**src/rtl/countdown_run_ctrl.sv**
```systemverilog
// countdown_run_ctrl
//   Control stage that sits in front of the 4-bit countdown counter and the
//   7-segment decoder. It synchronises and debounces the start and pause
//   buttons and runs the start/pause/done state machine. It issues the
//   counter preset (load) and the count-down enables (tick). A prescaler
//   sets the tick rate.
//
// Ports
//   clk        in   system clock, rising edge
//   rst_n      in   asynchronous active-low reset
//   start_raw  in   raw start/restart button (async, active-high)
//   pause_raw  in   raw pause/resume button (async, active-high)
//   div_sel    in   tick period select: 0/1/2/3 -> 1/4/16/64 clk cycles
//   zero_in    in   downstream counter holds 0
//   load       out  one-cycle counter preset pulse
//   tick       out  one-cycle count-down enable
//   running    out  high in RUN
//   done       out  high in DONE
//   state      out  low 2 bits of the FSM state (DONE reads as 0)
module countdown_run_ctrl #(
    parameter int DB_CYCLES = 4,
    parameter int PRE_W     = 8
) (
    input  logic       clk,
    input  logic       rst_n,
    input  logic       start_raw,
    input  logic       pause_raw,
    input  logic [1:0] div_sel,
    input  logic       zero_in,
    output logic       load,
    output logic       tick,
    output logic       running,
    output logic       done,
    output logic [1:0] state
);

    typedef enum logic [2:0] {
        IDLE  = 3'd0,
        LOAD  = 3'd1,
        RUN   = 3'd2,
        PAUSE = 3'd3,
        DONE  = 3'd4
    } state_t;

    localparam logic [7:0] DB_LAST = 8'(DB_CYCLES - 1);

    // Bit 0 carries the start button, bit 1 the pause button.
    logic [1:0]      raw_btn;
    logic [1:0]      sync1;
    logic [1:0]      sync2;
    logic [1:0]      db_lvl;
    logic [1:0]      db_lvl_d;
    logic [1:0]      press;
    logic [1:0][7:0] db_cnt;
    logic            start_press;
    logic            pause_press;

    state_t           state_q;
    state_t           state_d;
    logic [PRE_W-1:0] pc;
    logic [PRE_W-1:0] pc_last;
    logic             pc_wrap;

    assign raw_btn = {pause_raw, start_raw};

    // The counter holds the number of differing samples seen so far. The
    // sample that arrives while it already equals DB_CYCLES-1 is the
    // DB_CYCLES-th, and that sample flips the level.
    always_ff @(posedge clk or negedge rst_n) begin
        if (!rst_n) begin
            sync1    <= '0;
            sync2    <= '0;
            db_lvl   <= '0;
            db_lvl_d <= '0;
            db_cnt   <= '0;
        end else begin
            sync1    <= raw_btn;
            sync2    <= sync1;
            db_lvl_d <= db_lvl;
            for (int unsigned i = 0; i < 2; i++) begin
                if (sync2[i] == db_lvl[i]) begin
                    db_cnt[i] <= '0;
                end else if (db_cnt[i] == DB_LAST) begin
                    db_lvl[i] <= ~db_lvl[i];
                    db_cnt[i] <= '0;
                end else begin
                    db_cnt[i] <= db_cnt[i] + 8'd1;
                end
            end
        end
    end

    // Only rising debounced levels count as presses.
    assign press       = db_lvl & ~db_lvl_d;
    assign start_press = press[0];
    assign pause_press = press[1];

    always_comb begin
        pc_last = '0;
        case (div_sel)
            2'd0: pc_last = PRE_W'(0);
            2'd1: pc_last = PRE_W'(3);
            2'd2: pc_last = PRE_W'(15);
            2'd3: pc_last = PRE_W'(63);
            default: pc_last = '0;
        endcase
    end

    // ">=" rather than "==": when div_sel drops mid-run, a count that is
    // already past the new terminal value ticks right away.
    assign pc_wrap = (pc >= pc_last);

    always_ff @(posedge clk or negedge rst_n) begin
        if (!rst_n) begin
            state_q <= IDLE;
        end else begin
            state_q <= state_d;
        end
    end

    // Same-cycle priority: start press > zero_in > pause press.
    always_comb begin
        state_d = state_q;
        load    = 1'b0;
        tick    = 1'b0;
        running = 1'b0;
        done    = 1'b0;
        case (state_q)
            IDLE: begin
                if (start_press) state_d = LOAD;
            end
            LOAD: begin
                load    = 1'b1;
                state_d = RUN;
            end
            RUN: begin
                running = 1'b1;
                tick    = !zero_in && pc_wrap;
                if (start_press)      state_d = LOAD;
                else if (zero_in)     state_d = DONE;
                else if (pause_press) state_d = PAUSE;
            end
            PAUSE: begin
                if (start_press)      state_d = LOAD;
                else if (pause_press) state_d = RUN;
            end
            DONE: begin
                done = 1'b1;
                if (start_press) state_d = LOAD;
            end
            default: state_d = IDLE;
        endcase
    end

    assign state = state_q[1:0];

    // The prescaler clears in LOAD, counts in RUN while zero_in is low, and
    // otherwise holds. Holding keeps the phase across a pause.
    always_ff @(posedge clk or negedge rst_n) begin
        if (!rst_n) begin
            pc <= '0;
        end else if (state_q == LOAD) begin
            pc <= '0;
        end else if (state_q == RUN && !zero_in) begin
            pc <= tick ? '0 : pc + PRE_W'(1);
        end
    end

endmodule

```
**config.mk**
```make
export PLATFORM = sky130hd
export DESIGN_NAME = countdown_run_ctrl
export DESIGN_NICKNAME = d
export VERILOG_FILES = /design/src/rtl/countdown_run_ctrl.sv
export SDC_FILE = /design/constraint.sdc
export NUM_CORES = 1
export LEC_CHECK = 0
export CAP_MARGIN = 15
export CELL_PAD_IN_SITES_DETAIL_PLACEMENT = 1
export CELL_PAD_IN_SITES_GLOBAL_PLACEMENT = 1
export CORE_MARGIN = 3
export CORE_UTILIZATION = 41
export CTS_BUF_LIST = sky130_fd_sc_hd__clkbuf_4 sky130_fd_sc_hd__clkbuf_8 sky130_fd_sc_hd__clkbuf_16
export DETAILED_ROUTE_END_ITERATION = 8
export GPL_TIMING_DRIVEN = 0
export HOLD_SLACK_MARGIN = 0.1
export PLACE_DENSITY_LB_ADDON = 0.2
export SETUP_SLACK_MARGIN = 0.4
export SYNTH_ARGS = -nofsm -noshare
export SYNTH_HDL_FRONTEND = slang
export SYNTH_SLANG_ARGS = --single-unit
```
**constraint.sdc**
```tcl
create_clock -name clk -period 2.3 [get_ports clk]
set_clock_uncertainty 0.05 [all_clocks]
set_input_delay 0.46 -clock clk [delete_from_list [all_inputs] [get_ports clk]]
set_output_delay 0.46 -clock clk [all_outputs]
set_load 0.005 [all_outputs]
```
# After elaboration in Yosys (flattened, before gate mapping)
# Index checks and enable logic that the tools add are counted.
[totals] inputBits=7 output_inout_bits=6 word_cells=62 regBits=35
[classes] n_mux=19 bitwise_logic=6 n_eq_ne=14 addsub=3 n_lt_le_gt_ge=1 reduce_logical=10
[op_table] operator="$mux 8" n=7
[op_table] operator="$pmux 8 s4" n=1
[op_table] operator="$add 8x1->8 const B" n=3
[op_table] operator="$mux 3" n=6
[op_table] operator="$eq 8x2->1 const B" n=2
[op_table] operator="$pmux 3 s4" n=1
[op_table] operator="$ge 8x8->1" n=1
[op_table] operator="$eq 3x2->1 const B" n=2
[op_table] operator="$eq 2x2->1 const B" n=2
[op_table] operator="$mux 1" n=4
[op_table] operator="$ne 4x4->1 const B" n=1
[op_table] operator="$not 1->1" n=4
[op_table] operator="$reduce_and 2->1" n=2
[op_table] operator="$eq 3x1->1 const B" n=1
[op_table] operator="$eq 3x3->1 const B" n=1
[op_table] operator="$logic_not 3->1" n=1
[op_table] operator="$ne 3x3->1 const B" n=1
[op_table] operator="$reduce_and 3->1" n=1
[op_table] operator="$and 2x2->2" n=1
[op_table] operator="$eq 1x1->1" n=2
[op_table] operator="$eq 2x1->1 const B" n=1
[op_table] operator="$logic_and 1x1->1" n=2
[op_table] operator="$logic_not 2->1" n=1
[op_table] operator="$ne 2x1->1 const B" n=1
[op_table] operator="other kinds (4)" n=4

# Longest topological paths before layout
[logic_depth] word_depth=8 mapped_depth=7

# Least setup slack after synthesis
# OpenSTA, ideal clock, no wires.
[synth_timing] path_type="input to output" from="input div_sel[1]" to="output tick" arrival_ps=1807 setup_slack_ps=-17 cell_stages=5 path_cell_list="or2_2 > ha_1 > o21ai_0 > a221o_1 > a21oi_1"
[synth_via] elab_chain_cells=5 word_cells_on_any_way=8 cone_classes="order compare (1); eq/ne (3); mux (2); reduce/logical (2)"
[synth_lines] element="start: declaration" line_no="28" text="input logic [1:0] div_sel,"
[synth_lines] element="$eq 2x2->1, or another cell as far along" line_no="100" text="case (div_sel)"
[synth_lines] element="$pmux 8 s4 *" line_no="100"
[synth_lines] element="$ge 8x8->1 *" line_no="111" text="assign pc_wrap = (pc >= pc_last);"
[synth_lines] element="$logic_and 1x1->1 *" line_no="138" text="tick = !zero_in && pc_wrap;"
[synth_lines] element="$mux 1 *" line_no="128" text="case (state_q)"
[synth_lines] element="end: declaration" line_no="31" text="output logic tick,"
# Mark *: on every way between the ends. The rest lies on a longest branch, timed or not. The select of a mux whose other input is x is not followed.

# Worst setup path after layout
# Ends and elaborated chain as after synthesis.

==> impl_metrics.yaml <==
timing:
  min_period_ns: 2.31
  relSlewSlack_pct: 47.2
  setup_viol: 1
  fmax_mhz: 434
  postLayoutSetupSlackWorst_ns: -0.00554
  hold_viol: 0
  fin_tns_setup_ns: -0.00554
  post-route-period-util_pct: 100
  worst_pin_slew_ns: 0.792
  drv_slew: 0
  rsz0062_at_grt: "true"
synth:
  synth-seq-cells: 35
  post-synth-top-area-cell: "dfrtp_1"
  ys_types: 33
  postSynth.asyncResetShare_pct: 100
  synth.net_count: 180
  synth_common_cells: "dfrtp_1 (35), nor2_1 (19), xor2_1 (17), nand3_1 (14), nor3_1 (10)"
  synth_ff_type: "dfrtp_1"
  synth-edff-count: 0
  syn_inst: 164
  ys_seq_area_share_pct: 51.3
  synth_top_area_share_pct: 51.3
  postSynthAreaPerCell_um2: 10.4
  synth.most_common_cell: "dfrtp_1"
  syn-cell-area_um2: 1710
  synthTopCellsByArea: "dfrtp_1 (51%), xor2_1 (8.7%), ha_1 (6.6%)"
  ys_warn_count: 0
global_routing:
  grt_pass1_vias: 1442
  grt_util_all_layers_pct: 17.7
  grt.overflow.total: 0
  antenna_found_initial: 0
  grt_pass1_wl_mm: 6.89
  grt_max_degree: 36
run:
  maxCapViolations: 0
place:
  io_buffers: 12
  dp.cells: 224
  gp_congestion: 0.784
  dp_hpwl_mm: 2.70
floorplan:
  die_w_um: 70.5
  rows: 22
  die_area_um2: 4980
  die_h_um: 70.5
  ios: 13
  core-area_um2: 3830
  start_util_pct: 44.6
clock_network:
  worstSkewPairLatency_ns: 0.28
  clk_transition_reported_paths_ns: 0.06
  root_buffer: "clkbuf_8"
  cts_buffers: 5
  cts_buffer_depth: 2
  cts_hold_buf: 0
  htree_levels: 2
  clock-sinks: 35
  cts_tree: "built"
worst_setup_path:
  arrival_ns: 1.80
  r2r-start: "db_cnt[1]"
  worstPathMaxFanout: 3
  crit_path_start: "div_sel[1]"
  critPathRequiredTime_ns: 1.79
  worstSetupPathType: "in -> out"
  endpoint_kind: "primary output"
  start_kind: "input port"
final_layout:
  final_nets: 220
  syn_to_final_growth_pct: 32.7
  fin_cells: 253
  n_fill_cell: 419
  num_antenna_cells: 0
  drive_gt1_share_pct: 30.2
detailed_routing:
  drc: 0
  vias: 1367
  drt_iter0_markers: 34
  wl_per_cell_um: 17.0
  firstDrtPassIters: 4
  vias_per_cell: 5.40
  finalWirelength_mm: 4.31
  detail-route-antenna-nets: 0
pwr:
  finalPower_mw: 2.29
  pwr_density_cell_nw_per_um2: 1010
  p_leak_nw: 1.07
  peakVddDrop_mv: 0.522
worst_hold_path:
  min_path_type: "in -> async"
status:
  status: "finished with violations"
  violations: "setup timing"
## cell type report
type                    instances  area, µm²  share of cell area, %
multi-input cells             119        918                   40.5
flip-flops and latches         35        881                   38.9
well taps                      48       60.1                   2.65
inverters                       7       26.3                   1.16
plain buffers                   3       30.0                   1.33
clock buffers                   7       83.8                   3.70
repair buffers                 33        262                   11.5
clock inverters                 1       5.00                  0.221
## timing repair
action | 4_1_cts | 5_1_grt
pin swaps | 7 | 9
setup endpoints to repair | 20 | 15
resized for setup | 33 | 11
buffers inserted | 7 | 14
## worst max-delay path, stage by stage
cell and delay (ns):
buf_6 0.10, or2_4 0.26, ha_4 0.27, o21ai_2 0.05
a221o_1 0.38, a21oi_4 0.16, buf_2 0.13
## state kept, by name (all words and copies together), names as in the netlist
signal    cells
pc            8
state_q       3
sync1         2
db_lvl        2
db_lvl_d      2
db_cnt       16
sync2         2
## kinds of logic after synthesis
logic type	share of synthesized area, %
compound gates	4.91
xor+xnor	10.8
fa+ha+maj	6.59
buf+inv	2.64
flops	51.3
mux	1.54
simple gates	22.3
## layer usage
metal / share of wire [%] / GRT usage [%]
met3: 3.1 / 3.69
met1: 43 / 21.4
met5: 0 / 0
met4: 1.6 / 6.89
met2: 53 / 30.9
## cell usage in the layout (no fill, tap or decap), types with 2 or more instances in the layout
cell,instances
nand3_1,14
buf_2,3
buf_4,24
nand4_1,3
ha_4,3
nor3_1,10
clkbuf_8,5
xor2_1,17
o21ai_0,4
nand2_1,6
a21oi_4,2
ha_1,6
a21oi_1,4
nand2b_4,2
dfrtp_2,4
inv_1,7
dfrtp_1,31
xnor2_1,4
buf_6,2
dlygate4sd2_1,3
clkdlybuf4s50_1,2
nor2_1,17
clkbuf_4,2
and3_1,6
## final timing paths
path / to / slack, ns / cells after the start
worst max register to register: db_lvl[0] / 0.36 / 4
max in group asynchronous: pc[5] / 1.44 / 1
worst max-delay path: tick / -0.006 / 7
worst min register to register: sync2[0] / 0.30 / 0
min in group clk: sync2[0] / 0.30 / 0
worst min-delay path: sync1[1] / 0.21 / 1
## stage by stage
stage / hold WS, ns / worst slack [ns] / util, % / area, µm²
floorplan: 0.114 / 0.192 / - / 1740
global placement: 0.283 / -0.897 / 50.3 / 1920
detailed placement: 0.287 / -0.925 / 50.1 / 1920
CTS: 0.225 / -0.0310 / 55.6 / 2130
global route: 0.254 / -0.0507 / 59.2 / 2270
finish: 0.211 / -0.00554 / 59.2 / 2270
## where the power goes
part           switching, mW  leakage, nW  internal [mW]
Combinational          0.458        0.565          0.501
Clock                  0.208       0.0491          0.236
Sequential             0.138        0.457          0.747
Total                  0.803         1.07           1.48
Power figures use the tool's default switching activity.
